File: config.mk
export PLATFORM = sky130hd
export DESIGN_NAME = mlaccel_qpi_responder
export DESIGN_NICKNAME = d
export VERILOG_FILES = /design/src/rtl/mlaccel_pkg.sv /design/src/rtl/mlaccel_sync.sv /design/src/rtl/mlaccel_qpi_responder.sv
export SDC_FILE = /design/constraint.sdc
export NUM_CORES = 1
export LEC_CHECK = 0
export ABC_AREA = 1
export CAP_MARGIN = 20
export CORE_MARGIN = 2
export CORE_UTILIZATION = 49
export CTS_BUF_LIST = sky130_fd_sc_hd__clkbuf_8
export DETAILED_ROUTE_END_ITERATION = 6
export GPL_TIMING_DRIVEN = 0
export PLACE_DENSITY = 0.86
export REMOVE_ABC_BUFFERS = 1
export SYNTH_ARGS = -nofsm -noshare
export SYNTH_HDL_FRONTEND = slang
export SYNTH_HIERARCHICAL = 1
export SYNTH_SLANG_ARGS = --single-unit
File: constraint.sdc
create_clock -name clock -period 1.6 [get_ports clock]
set_input_delay 0.32 -clock clock [delete_from_list [all_inputs] [get_ports clock]]
set_output_delay 0.32 -clock clock [all_outputs]
set_load 0.02 [all_outputs]
File: src/rtl/mlaccel_pkg.sv
// mlaccel_pkg: shared QPI responder states, command bytes and default synchronizer depth
package mlaccel_pkg;
  localparam int SYNC_STAGES_DEF = 2;
  localparam logic [7:0] CMD_STATUS_RD = 8'h20;
  localparam logic [7:0] CMD_CODE_WR = 8'h21;
  localparam logic [7:0] CMD_DATA_RD = 8'h23;
  localparam logic [7:0] CMD_RUN = 8'h25;
  typedef enum logic [2:0] {IDLE, RX_SKIP, RX_HI, RX_LO, TX_HI, TX_LO} state_e;
endpackage

File: src/rtl/mlaccel_sync.sv
// mlaccel_sync: W-bit STAGES-deep flop synchronizer (clock, resetn async low, d in, q out), resets to 0
module mlaccel_sync #(
  parameter int W = 1,
  parameter int STAGES = 2
) (
  input  logic         clock,
  input  logic         resetn,
  input  logic [W-1:0] d,
  output logic [W-1:0] q
);
  logic [W-1:0] ff_q [STAGES];
  always_ff @(posedge clock or negedge resetn)
    if (!resetn) begin
      for (int i = 0; i < STAGES; i++) ff_q[i] <= '0;
    end else begin
      ff_q[0] <= d;
      for (int i = 1; i < STAGES; i++) ff_q[i] <= ff_q[i-1];
    end
  assign q = ff_q[STAGES-1];
endmodule

File: src/rtl/mlaccel_qpi_responder.sv
// mlaccel_qpi_responder: QPI device responder; pads (csb/clk/io) -> rx byte stream, tx bytes -> io after turnaround
module mlaccel_qpi_responder
  import mlaccel_pkg::*;
#(
  parameter int SYNC_STAGES = SYNC_STAGES_DEF
) (
  input  logic       clock,
  input  logic       resetn,
  input  logic       qpi_csb,
  input  logic       qpi_clk,
  input  logic [3:0] qpi_io_di,
  output logic [3:0] qpi_io_do,
  output logic       qpi_io_oe,
  output logic       xfer_active,
  output logic       xfer_end,
  output logic       rx_valid,
  output logic [7:0] rx_data,
  output logic       rx_first,
  input  logic       tx_req,
  input  logic       tx_valid,
  input  logic [7:0] tx_data,
  output logic       tx_ready,
  output logic       tx_underflow
);
  logic       csb_s, clk_s, csb_p_q, clk_p_q;
  logic [3:0] io_s, io_p_q;
  state_e     state_q, state_d;
  logic [3:0] do_q, do_d, hi_q, hi_d, lo_q, lo_d;
  logic [7:0] rx_data_q, rx_data_d;
  logic       oe_q, oe_d, rxv_q, rxv_d, rxf_q, rxf_d, flag_q, flag_d, got_q, got_d;
  logic       rdy_q, rdy_d, und_q, und_d, end_q, end_d, act_q;
  logic       csb_rise, csb_fall, clk_rise, clk_fall;
  mlaccel_sync #(.W(1), .STAGES(SYNC_STAGES)) u_sync_csb (.clock(clock), .resetn(resetn), .d(qpi_csb), .q(csb_s));
  mlaccel_sync #(.W(1), .STAGES(SYNC_STAGES)) u_sync_clk (.clock(clock), .resetn(resetn), .d(qpi_clk), .q(clk_s));
  mlaccel_sync #(.W(4), .STAGES(SYNC_STAGES)) u_sync_io (.clock(clock), .resetn(resetn), .d(qpi_io_di), .q(io_s));
  assign csb_rise = csb_s & ~csb_p_q;
  assign csb_fall = ~csb_s & csb_p_q;
  assign clk_rise = clk_s & ~clk_p_q;
  assign clk_fall = ~clk_s & clk_p_q;
  always_comb begin
    state_d = state_q;
    oe_d = oe_q;
    do_d = do_q;
    hi_d = hi_q;
    lo_d = lo_q;
    rx_data_d = rx_data_q;
    rxf_d = rxf_q;
    flag_d = flag_q;
    got_d = got_q;
    rxv_d = 1'b0;
    rdy_d = 1'b0;
    und_d = 1'b0;
    end_d = 1'b0;
    if (csb_rise && state_q != IDLE) begin
      state_d = IDLE;
      oe_d = 1'b0;
      do_d = 4'h0;
      end_d = 1'b1;
    end else begin
      case (state_q)
        IDLE: if (csb_fall) begin
          state_d = clk_s ? RX_SKIP : RX_HI;
          flag_d = 1'b1;
          got_d = 1'b0;
        end
        RX_SKIP: if (clk_fall) state_d = RX_HI;
        RX_HI: if (clk_rise) begin
          if (tx_req && got_q) begin
            oe_d = 1'b1;
            do_d = 4'h0;
            state_d = TX_HI;
          end else begin
            hi_d = io_p_q;
            state_d = RX_LO;
          end
        end
        RX_LO: if (clk_fall) begin
          rxv_d = 1'b1;
          rx_data_d = {hi_q, io_p_q};
          rxf_d = flag_q;
          flag_d = 1'b0;
          got_d = 1'b1;
          state_d = RX_HI;
        end
        TX_HI: if (clk_fall) begin
          do_d = tx_valid ? tx_data[7:4] : 4'h0;
          lo_d = tx_valid ? tx_data[3:0] : 4'h0;
          rdy_d = tx_valid;
          und_d = ~tx_valid;
          state_d = TX_LO;
        end
        TX_LO: if (clk_rise) begin
          do_d = lo_q;
          state_d = TX_HI;
        end
        default: state_d = IDLE;
      endcase
    end
  end
  always_ff @(posedge clock or negedge resetn)
    if (!resetn) begin
      csb_p_q <= 1'b0;
      clk_p_q <= 1'b0;
      io_p_q <= 4'h0;
      state_q <= IDLE;
      oe_q <= 1'b0;
      do_q <= 4'h0;
      hi_q <= 4'h0;
      lo_q <= 4'h0;
      rx_data_q <= 8'h0;
      rxf_q <= 1'b0;
      flag_q <= 1'b0;
      got_q <= 1'b0;
      rxv_q <= 1'b0;
      rdy_q <= 1'b0;
      und_q <= 1'b0;
      end_q <= 1'b0;
      act_q <= 1'b0;
    end else begin
      csb_p_q <= csb_s;
      clk_p_q <= clk_s;
      io_p_q <= io_s;
      state_q <= state_d;
      oe_q <= oe_d;
      do_q <= do_d;
      hi_q <= hi_d;
      lo_q <= lo_d;
      rx_data_q <= rx_data_d;
      rxf_q <= rxf_d;
      flag_q <= flag_d;
      got_q <= got_d;
      rxv_q <= rxv_d;
      rdy_q <= rdy_d;
      und_q <= und_d;
      end_q <= end_d;
      act_q <= state_d != IDLE;
    end
  assign qpi_io_oe = oe_q;
  assign qpi_io_do = do_q;
  assign xfer_active = act_q;
  assign xfer_end = end_q;
  assign rx_valid = rxv_q;
  assign rx_data = rx_data_q;
  assign rx_first = rxf_q;
  assign tx_ready = rdy_q;
  assign tx_underflow = und_q;
endmodule

# Word level (Yosys, flattened, before mapping)
# Index checks and enable logic that the tools add are counted.
[totals]
regBits = 50
inputBits = 18
out_inout_bits = 19
word_cells = 99
[op_classes]
n_eq_ne = 11
muxes = 37
bitwise = 11
n_reduce_logical = 17
[ops]
columns = ["cell", "count"]
rows = [
  ["4-bit two-way mux", 7],
  ["3-bit two-way mux", 7],
  ["1-bit two-way mux", 18],
  ["3-bit case mux with 5 select lines", 1],
  ["3-bit != test (second input constant)", 4],
  ["4-bit case mux with 3 select lines", 1],
  ["3-bit AND reduction", 3],
  ["4-bit AND reduction", 2],
  ["2-bit nonzero test", 4],
  ["1-bit inverter", 7],
  ["3-bit by 2-bit equality test with 1-bit output (second input constant)", 2],
  ["3-bit equality test (second input constant)", 2],
  ["3-bit nonzero test", 2],
  ["5-bit AND reduction", 1],
  ["1-bit bitwise AND", 4],
  ["2-bit != test (second input constant)", 2],
  ["1-bit case mux with 2 select lines", 2],
  ["4-bit nonzero test", 1],
  ["3-bit by 1-bit equality test with 1-bit output (second input constant)", 1],
  ["3-bit logical NOT", 1],
  ["1-bit logical AND", 2],
  ["2-bit two-way mux", 1],
  ["2-bit OR reduction", 1],
]

# Depth between registers and ports, before layout
# Gate-level depths: netlist of the first run.
[depth]
depth_word = 6
depth_mapped = 10
ltp_nobuf = 9

# Modules after synthesis
# Netlist of the first run, hierarchy kept.
[modules_own_cells]
columns = ["module", "n_inst", "cells_each", "area_each_um2", "seq_area_each_um2"]
rows = [
  ["mlaccel_qpi_responder", 1, 189, 1681.6, 950.9],
  ["mlaccel_sync (u_sync_io)", 1, 12, 230.2, 200.2],
  ["mlaccel_sync (u_sync_clk ...)", 2, 2, 50.0, 50.0],
]

# Worst setup path after synthesis of the first run
# No wires, ideal clock.
[synth_path]
kind = "register to register"
from = "register state_q[2]"
to = "register rxf_q, in the netlist rx_first"
setup_ns = 0.116
t_arrival_ns = 1.147
t_required_ns = 1.484
path_slack_ns = 0.337
stages_incl_launch_ff = 11
path_buffers = 2
synth_period_minus_slack_ns = 1.263
cell_sequence = "dfrtp_1 -> buf_6 -> clkinv_2 -> nand2_2 -> nor2_4 -> inv_2 -> nand2_4 -> nand2_4 -> buf_8 -> nand2_1 -> nand2_1"
[synth_via]
elab_chain_cells = 4
elab_cells_between_ends = 5
classes_between = "eq/ne (1); bitwise (1); reduce/logical (3)"
[synth_lines]
columns = ["item", "line", "source"]
rows = [
  ["from (decl)", "mlaccel_qpi_responder.sv:27", "state_e state_q, state_d;"],
  ["from (signal assigned)", "mlaccel_qpi_responder.sv:123", "state_q <= state_d;"],
  ["3-bit nonzero test", "mlaccel_qpi_responder.sv:54", "if (csb_rise && state_q != IDLE) begin"],
  ["1-bit logical AND", "mlaccel_qpi_responder.sv:54", ""],
  ["1-bit inverter (no source line)", "-", ""],
  ["3-bit AND reduction (no source line) *", "-", ""],
  ["to (signal assigned)", "mlaccel_qpi_responder.sv:129", "rxf_q <= rxf_d;"],
  ["to (decl)", "mlaccel_qpi_responder.sv:30", "logic oe_q, oe_d, rxv_q, rxv_d, rxf_q, rxf_d, flag_q, flag_d, got_q, got_d;"],
]
# Mark *: on every way between the ends. The rest lies on a longest branch, timed or not.
# A chain may end at the register's enable or synchronous reset.

# Worst setup path after layout of the first run
[layout_path]
from = "register rdy_q, in the netlist tx_ready"
to = "output port tx_ready"
[layout_lines]
columns = ["item", "line", "source"]
rows = [
  ["from (decl)", "mlaccel_qpi_responder.sv:31", "logic rdy_q, rdy_d, und_q, und_d, end_q, end_d, act_q;"],
  ["from (signal assigned)", "mlaccel_qpi_responder.sv:133", "rdy_q <= rdy_d;"],
  ["to (decl)", "mlaccel_qpi_responder.sv:22", "output logic tx_ready,"],
]
# No word-level cell between the ends.

==> results of run 1 <==
through the flow:
step / hold slack (ns) / cells
6_report: 0.353 / 292
5_1_grt: 0.364 / 292
4_1_cts: 0.355 / 292
3_5_place_dp: 0.282 / 284
3_3_place_gp: 0.332 / 283
2_1_floorplan: 0.0244 / 197
what timing repair did:
item | in CTS | in global routing
setup buffers | 0 | 0
endpoints found under the setup margin | 4 | 18
hold buffers | 1 | 0
resized for setup | 4 | 12
hold endpoints to repair | 18 | 0
pin swaps | 0 | 0
worst min path at each step:
stage                            from             end  slack [ns]
finish              u_sync_io/ff_q[4]  u_sync_io/q[0]        0.35
global route           u_sync_io/q[0]       io_p_q[0]        0.36
CTS                    u_sync_io/q[3]       io_p_q[3]        0.35
detailed placement             resetn      rx_data[6]        0.28
global placement       u_sync_io/q[2]       io_p_q[2]        0.33
floorplan                      resetn         clk_p_q        0.02
cell type report:
class                           count  area, um^2  area share
Tap cell                           50        62.6      0.0248
Clock buffer                        5        68.8      0.0273
Multi-Input combinational cell    125         609       0.241
Inverter                           22        83.8      0.0332
Clock inverter                      2        38.8      0.0154
Timing Repair Buffer               38         408       0.162
Sequential cell                    50        1250       0.496
cell usage in the layout, fill, tap and decap left out, drive strengths merged:
cell type / instances
dlygate4sd2: 4
nor2: 19
clkinv: 2
o21bai: 1
dfrtp: 50
bufinv: 1
clkbuf: 5
dlymetal6s2s: 11
nand2: 67
a21oi: 2
dlygate4sd3: 1
buf: 2
o21ai: 16
nand3: 11
clkdlybuf4s50: 20
inv: 21
nand4: 9
cell usage after synthesis:
master    number  area, um^2
a21oi_1        2        10.0
nor2_4         2        22.5
nand3_4        1        17.5
nand3_1        9        45.0
clkbuf_1       1        3.75
nand3_2        1        10.0
nand2_2        3        18.8
inv_1         18        67.6
buf_6          1        11.3
clkinv_2       1        5.00
nand2_1       61         229
dfrtp_1       50        1250
o21ai_0       12        60.1
o21bai_1       1        7.51
inv_2          3        11.3
o21ai_2        4        35.0
buf_8          1        15.0
nand4_1        9        56.3
nor2_1        17        63.8
nand2_4        3        33.8
buf_4          5        37.5
where the power goes:
group | switching [mW] | internal, mW
sequential | 0.168 | 1.54
clock | 0.393 | 0.459
combinational | 0.625 | 0.429
total | 1.19 | 2.43
flip-flops by register name, indices dropped and copies added, names as in the netlist, 3 cells and up:
signal,cells
u_sync_io/ff_q,4
rx_data,8
state_q,3
io_p_q,4
hi_q,4
qpi_io_do,4
u_sync_io/q,4
lo_q,4
worst reg2reg max path, delay by kind of cell, from the launching register on:
family | cells | cell delay [ns]
flip-flops | 1 | 0.49
AND/OR/NAND/NOR | 6 | 0.63
buffers and inverters | 3 | 0.29
logic make-up after synthesis:
| family | count (synthesis) | share of synthesized area |
|---|---|---|
| flip-flops | 50 | 0.622 |
| buffers and inverters | 30 | 0.0752 |
| AND/OR/NAND/NOR | 106 | 0.247 |
| AO/OA/AOI/OAI | 19 | 0.0560 |
layer usage:
metal	vias up	wire length, um
met5	-	0
met2	43	1670
met3	4	209
met1	668	1510
met4	0	36
li1	719	-
==> results_dict.tcl, run 1 <==
set metrics [dict create \
    status "completed" \
    startpoint_type "flop" \
    syn_area_um2 2010 \
    ys_seq_area_frac 0.622 \
    total_power_mw 3.61 \
    r2r_slack_ns 0.15 \
    nets 260 \
    die_x_um 68.1 \
    viasPerCell 4.91 \
    crit_family "buffers and inverters" \
    hold_viol 0 \
    clk_path_buf_depth 2 \
    layout_worst_path_cycle_share 0.965 \
    r2r_start "state_q[2]" \
    worst_pin_slew_ns 0.414 \
    finClkSkew_ns 0.0105 \
    drv_slew 0 \
    grt_pass1_wl_um 5630 \
    worstReg2RegEnd "rx_data[5]" \
    fin_util 0.635 \
    relSlewSlack 0.724 \
    synth_cells 205 \
    grtUsageMet1 0.224 \
    clock_latency_ns 0.30 \
    initial_utilization 0.507 \
    grt_util_met2 0.256 \
    firstDrtPassIters 4 \
    cp_num_cells 1 \
    endpoint_kind "output pin" \
    boundaryPins 37 \
    antenna_cells 0 \
    setup.worst_path.end "tx_ready" \
    cp.arrival_ns 1.22 \
    syn_area_per_cell_um2 9.81 \
    drive_gt1_frac 0.116 \
    nFillCells 324 \
    worstPathRequired_ns 1.28 \
    routed_wl_um 3420 \
    fin_setup_tns_ns 0 \
    num_rows 23 \
    dr_total_vias 1434 \
    grt_max_degree 33 \
    place_area_um2 2380 \
    max_cap_viol_count 0 \
    clk_pin_slew_worst_paths_ns 0.08 \
    rsz0062_at_grt "false" \
    grt_pass1_vias 1275 \
    ys_ff_latch 50 \
    cp_max_fo 1 \
    antenna_found_initial 0 \
    die_area_um2 4630 \
    cts.htree.levels 2 \
    drt_iter0_drc 104 \
    setup_viol 0 \
    p_leak_nw 1.46 \
    area_delta_synth_final_pct 25.4 \
    fmax_ghz 0.648 \
    grt_usage 0.168 \
    path_cells "clkdlybuf4s50_1" \
    vdd_drop_max_v 0.000864 \
    hold_class "reg2reg" \
    ant_nets 0 \
    grt-ovfl-total 0 \
    pre_cts_ws_ns -0.0395 \
    setup_slack_ns 0.0566 \
    dp_hpwl_um 2410 \
    slowest_stage "clkdlybuf4s50_1" \
    final_area_um2 2520 \
    p_per_area_nw_per_um2 1430 \
    grt.busiest_layer "met2" \
    synth.distinct_cells 21 \
    portBuffers 36 \
    cts.sinks 50 \
    crit_buf_inv 1 \
    root_buffer "clkbuf_8" \
    path_class "reg2out" \
    whs_path_depth 0 \
    cts_tree "done" \
    r2r_cells 9 \
    drc 0 \
    yosysWarnings 6 \
    gp_congestion 0.838 \
    dieHeight_um 68.1 \
    cts_buffers 5 \
    crit_start "tx_ready" \
    core_area_um2 3970 \
    max_stage_delay_ns 0.59 \
    grt_use_met3 0.0559 \
    finalCriticalPeriod_ns 1.54 \
    post_drt_wl_per_cell_um 11.7 \
]
(Power assumes the default switching activity.)
==> run 2: changes to the inputs <==
--- a/config.mk
+++ b/config.mk
@@ -13,8 +13,8 @@
 export DETAILED_ROUTE_END_ITERATION = 6
 export GPL_TIMING_DRIVEN = 0
 export PLACE_DENSITY = 0.86
+export RECOVER_POWER = 50
 export REMOVE_ABC_BUFFERS = 1
 export SYNTH_ARGS = -nofsm -noshare
 export SYNTH_HDL_FRONTEND = slang
-export SYNTH_HIERARCHICAL = 1
 export SYNTH_SLANG_ARGS = --single-unit
==> results_dict.tcl, run 2 <==
set metrics [dict create \
    status "completed" \
    routed-wl-met2_um 1650 \
    yosysTopAreaCell "dfrtp_1" \
    vdd_drop_max_v 0.000950 \
    cp.arrival_ns 1.24 \
    hold_ws_ns 0.346 \
    fmax_ghz 0.642 \
    synth_top_family_by_area "simple AND/OR/NAND/NOR gates" \
    max_cap_viol_count 0 \
    r2r_cells 7 \
    cp_max_fo 1 \
    clock_latency_ns 0.31 \
    finalCriticalPeriod_ns 1.56 \
    finClkSkew_ns 0.0115 \
    post_drt_wl_per_cell_um 11.9 \
    whs_path_depth 0 \
    path_class "reg2out" \
    synth-edff-count 0 \
    drv_slew 0 \
    syn_area_um2 1990 \
    grt_pass1_wl_um 5780 \
    syn_area_per_cell_um2 10.4 \
    ys_seq_area_frac 0.629 \
    core_area_um2 3940 \
    worstPathRequired_ns 1.28 \
    crit_family "buffers and inverters" \
    drive_gt1_frac 0.145 \
    worst_pin_slew_ns 0.431 \
    cp_num_cells 1 \
    path_cells "clkdlybuf4s50_1" \
    wirelength_met1_um 1550 \
    synth.distinct_cells 25 \
    clk_path_buf_depth 2 \
    grt_usage 0.174 \
    antenna_found_initial 0 \
    ys_ff_latch 50 \
    synth_top_cells_by_count "60 x nand2_1, 50 x dfrtp_1, 18 x inv_1, 11 x nand3_1, 9 x nand4_1" \
    portBuffers 36 \
    die_area_um2 4590 \
    gp_congestion 0.882 \
    cts_buffers 5 \
    ant_nets 0 \
    startpoint_type "flop" \
    synth-adder-area-share 0 \
    layout_worst_path_cycle_share 0.974 \
    crit_buf_inv 1 \
    max_stage_delay_ns 0.60 \
    slowest_stage "clkdlybuf4s50_1" \
    setup_viol 0 \
    initial_utilization 0.505 \
    routed_wl_um 3390 \
    synth_mux_area_frac 0 \
    root_buffer "clkbuf_8" \
    yosys-top-cells-area "dfrtp_1 63%, nand2_1 11%, inv_1 3.4%" \
    top_layer_used "met4" \
    p_leak_nw 1.39 \
    num_rows 23 \
    final_common_cell "nand2_1" \
    cts.htree.levels 2 \
    cts_tree "done" \
    dr_total_vias 1392 \
    ys_async_sr_fraction 1.00 \
    route.met3.wl_um 149 \
    netlist.area_leader.share 0.629 \
    hold_class "reg2reg" \
    grt-ovfl-total 0 \
    nets 252 \
    synthFlopType "dfrtp_1" \
    clk_pin_slew_worst_paths_ns 0.10 \
    grt_max_degree 34 \
    synth_cells 192 \
    grt_pass1_vias 1356 \
    p_per_area_nw_per_um2 1440 \
    dieHeight_um 67.7 \
    die_x_um 67.7 \
    synth_most_common_cell "nand2_1" \
    yosys.area_share.simple 0.256 \
    drc 0 \
    hold_viol 0 \
    antenna_cells 0 \
    boundaryPins 37 \
    yosysWarnings 0 \
    synth_compound_area_frac 0.0528 \
    largest_reg_flops 8 \
    synth_xor_area_frac 0 \
    endpoint_kind "output pin" \
    rsz0062_at_grt "false" \
    cts.sinks 50 \
    drt_iter0_drc 96 \
    firstDrtPassIters 4 \
    relSlewSlack 0.713 \
    viasPerCell 4.88 \
    total_power_mw 3.64 \
    area_delta_synth_final_pct 27.2 \
    dp_hpwl_um 2420 \
    final_cell_mix "60 x nand2_1, 49 x dfrtp_1, 18 x inv_1" \
]
## run 2: changes by cell type in the layout (fill, tap and decap cells not counted), moves of 2 or more
cell             change
dlymetal6s2s_1       -4
dlygate4sd3_1        +6
dlygate4sd2_1        +3
nor2_2               +2
o21ai_1              +4
o21ai_0             -10
clkdlybuf4s50_1      -5
nand3_1              +2
nor2_1              -10
## run 2: final timing paths
path / start / end / slack, ns
setup reg to reg: state_q[2] / rx_first / 0.14
hold reg to reg: u_sync_io.q[3] / io_p_q[3] / 0.35
hold / removal: u_sync_io.q[3] / io_p_q[3] / 0.35
max in group asynchronous: resetn / state_q[2] / 0.31
min in group asynchronous: resetn / u_sync_io.ff_q[7] / 0.45
setup / recovery: xfer_active / xfer_active / 0.04
## run 2: report_power, final
group          leakage (nW)  total, mW  internal, mW  switching [mW]
combinational         0.712       1.05         0.409           0.639
clock                0.0618      0.927         0.514           0.413
sequential            0.611       1.67          1.51           0.161
total                  1.39       3.64          2.43            1.21
## run 2: cells by family after synthesis
logic type             count (synthesis)
AND/OR/NAND/NOR                      102
flip-flops                            50
buffers and inverters                 25
AO/OA/AOI/OAI                         15
## run 2: layer usage
layer,up-vias,global-route usage
met3,5,0.0567
li1,699,-
met2,27,0.287
met4,0,0.0561
met1,661,0.215
met5,-,0
## run 2: what timing repair did
action	in CTS	in global routing
buffers inserted	0	0
hold buffers	1	0
gates resized for setup	7	9
endpoints found under the hold margin	17	0
gates cloned	0	0
endpoints found under the setup margin	7	16
## run 2: area by class of cell
cell class / count / area (um^2)
Clock buffer: 6 / 82.6
Clock inverter: 2 / 38.8
Fill cell: 289 / 1410
Inverter: 22 / 90.1
Multi-Input combinational cell: 117 / 624
Sequential cell: 50 / 1250
Tap cell: 50 / 62.6
Timing Repair Buffer: 38 / 382
## run 2: stage by stage
step	util	setup slack [ns]	std cells	instance area, um^2	setup TNS (ns)
after global placement	0.604	-1.09	275	2380	-54.65
after detailed placement	0.607	-0.0433	276	2390	-0.162
after global routing	0.642	0.000975	285	2530	0
final	0.642	0.0420	285	2530	0
after floorplan	-	0.271	189	1960	0
after CTS	0.639	0.000200	285	2520	0
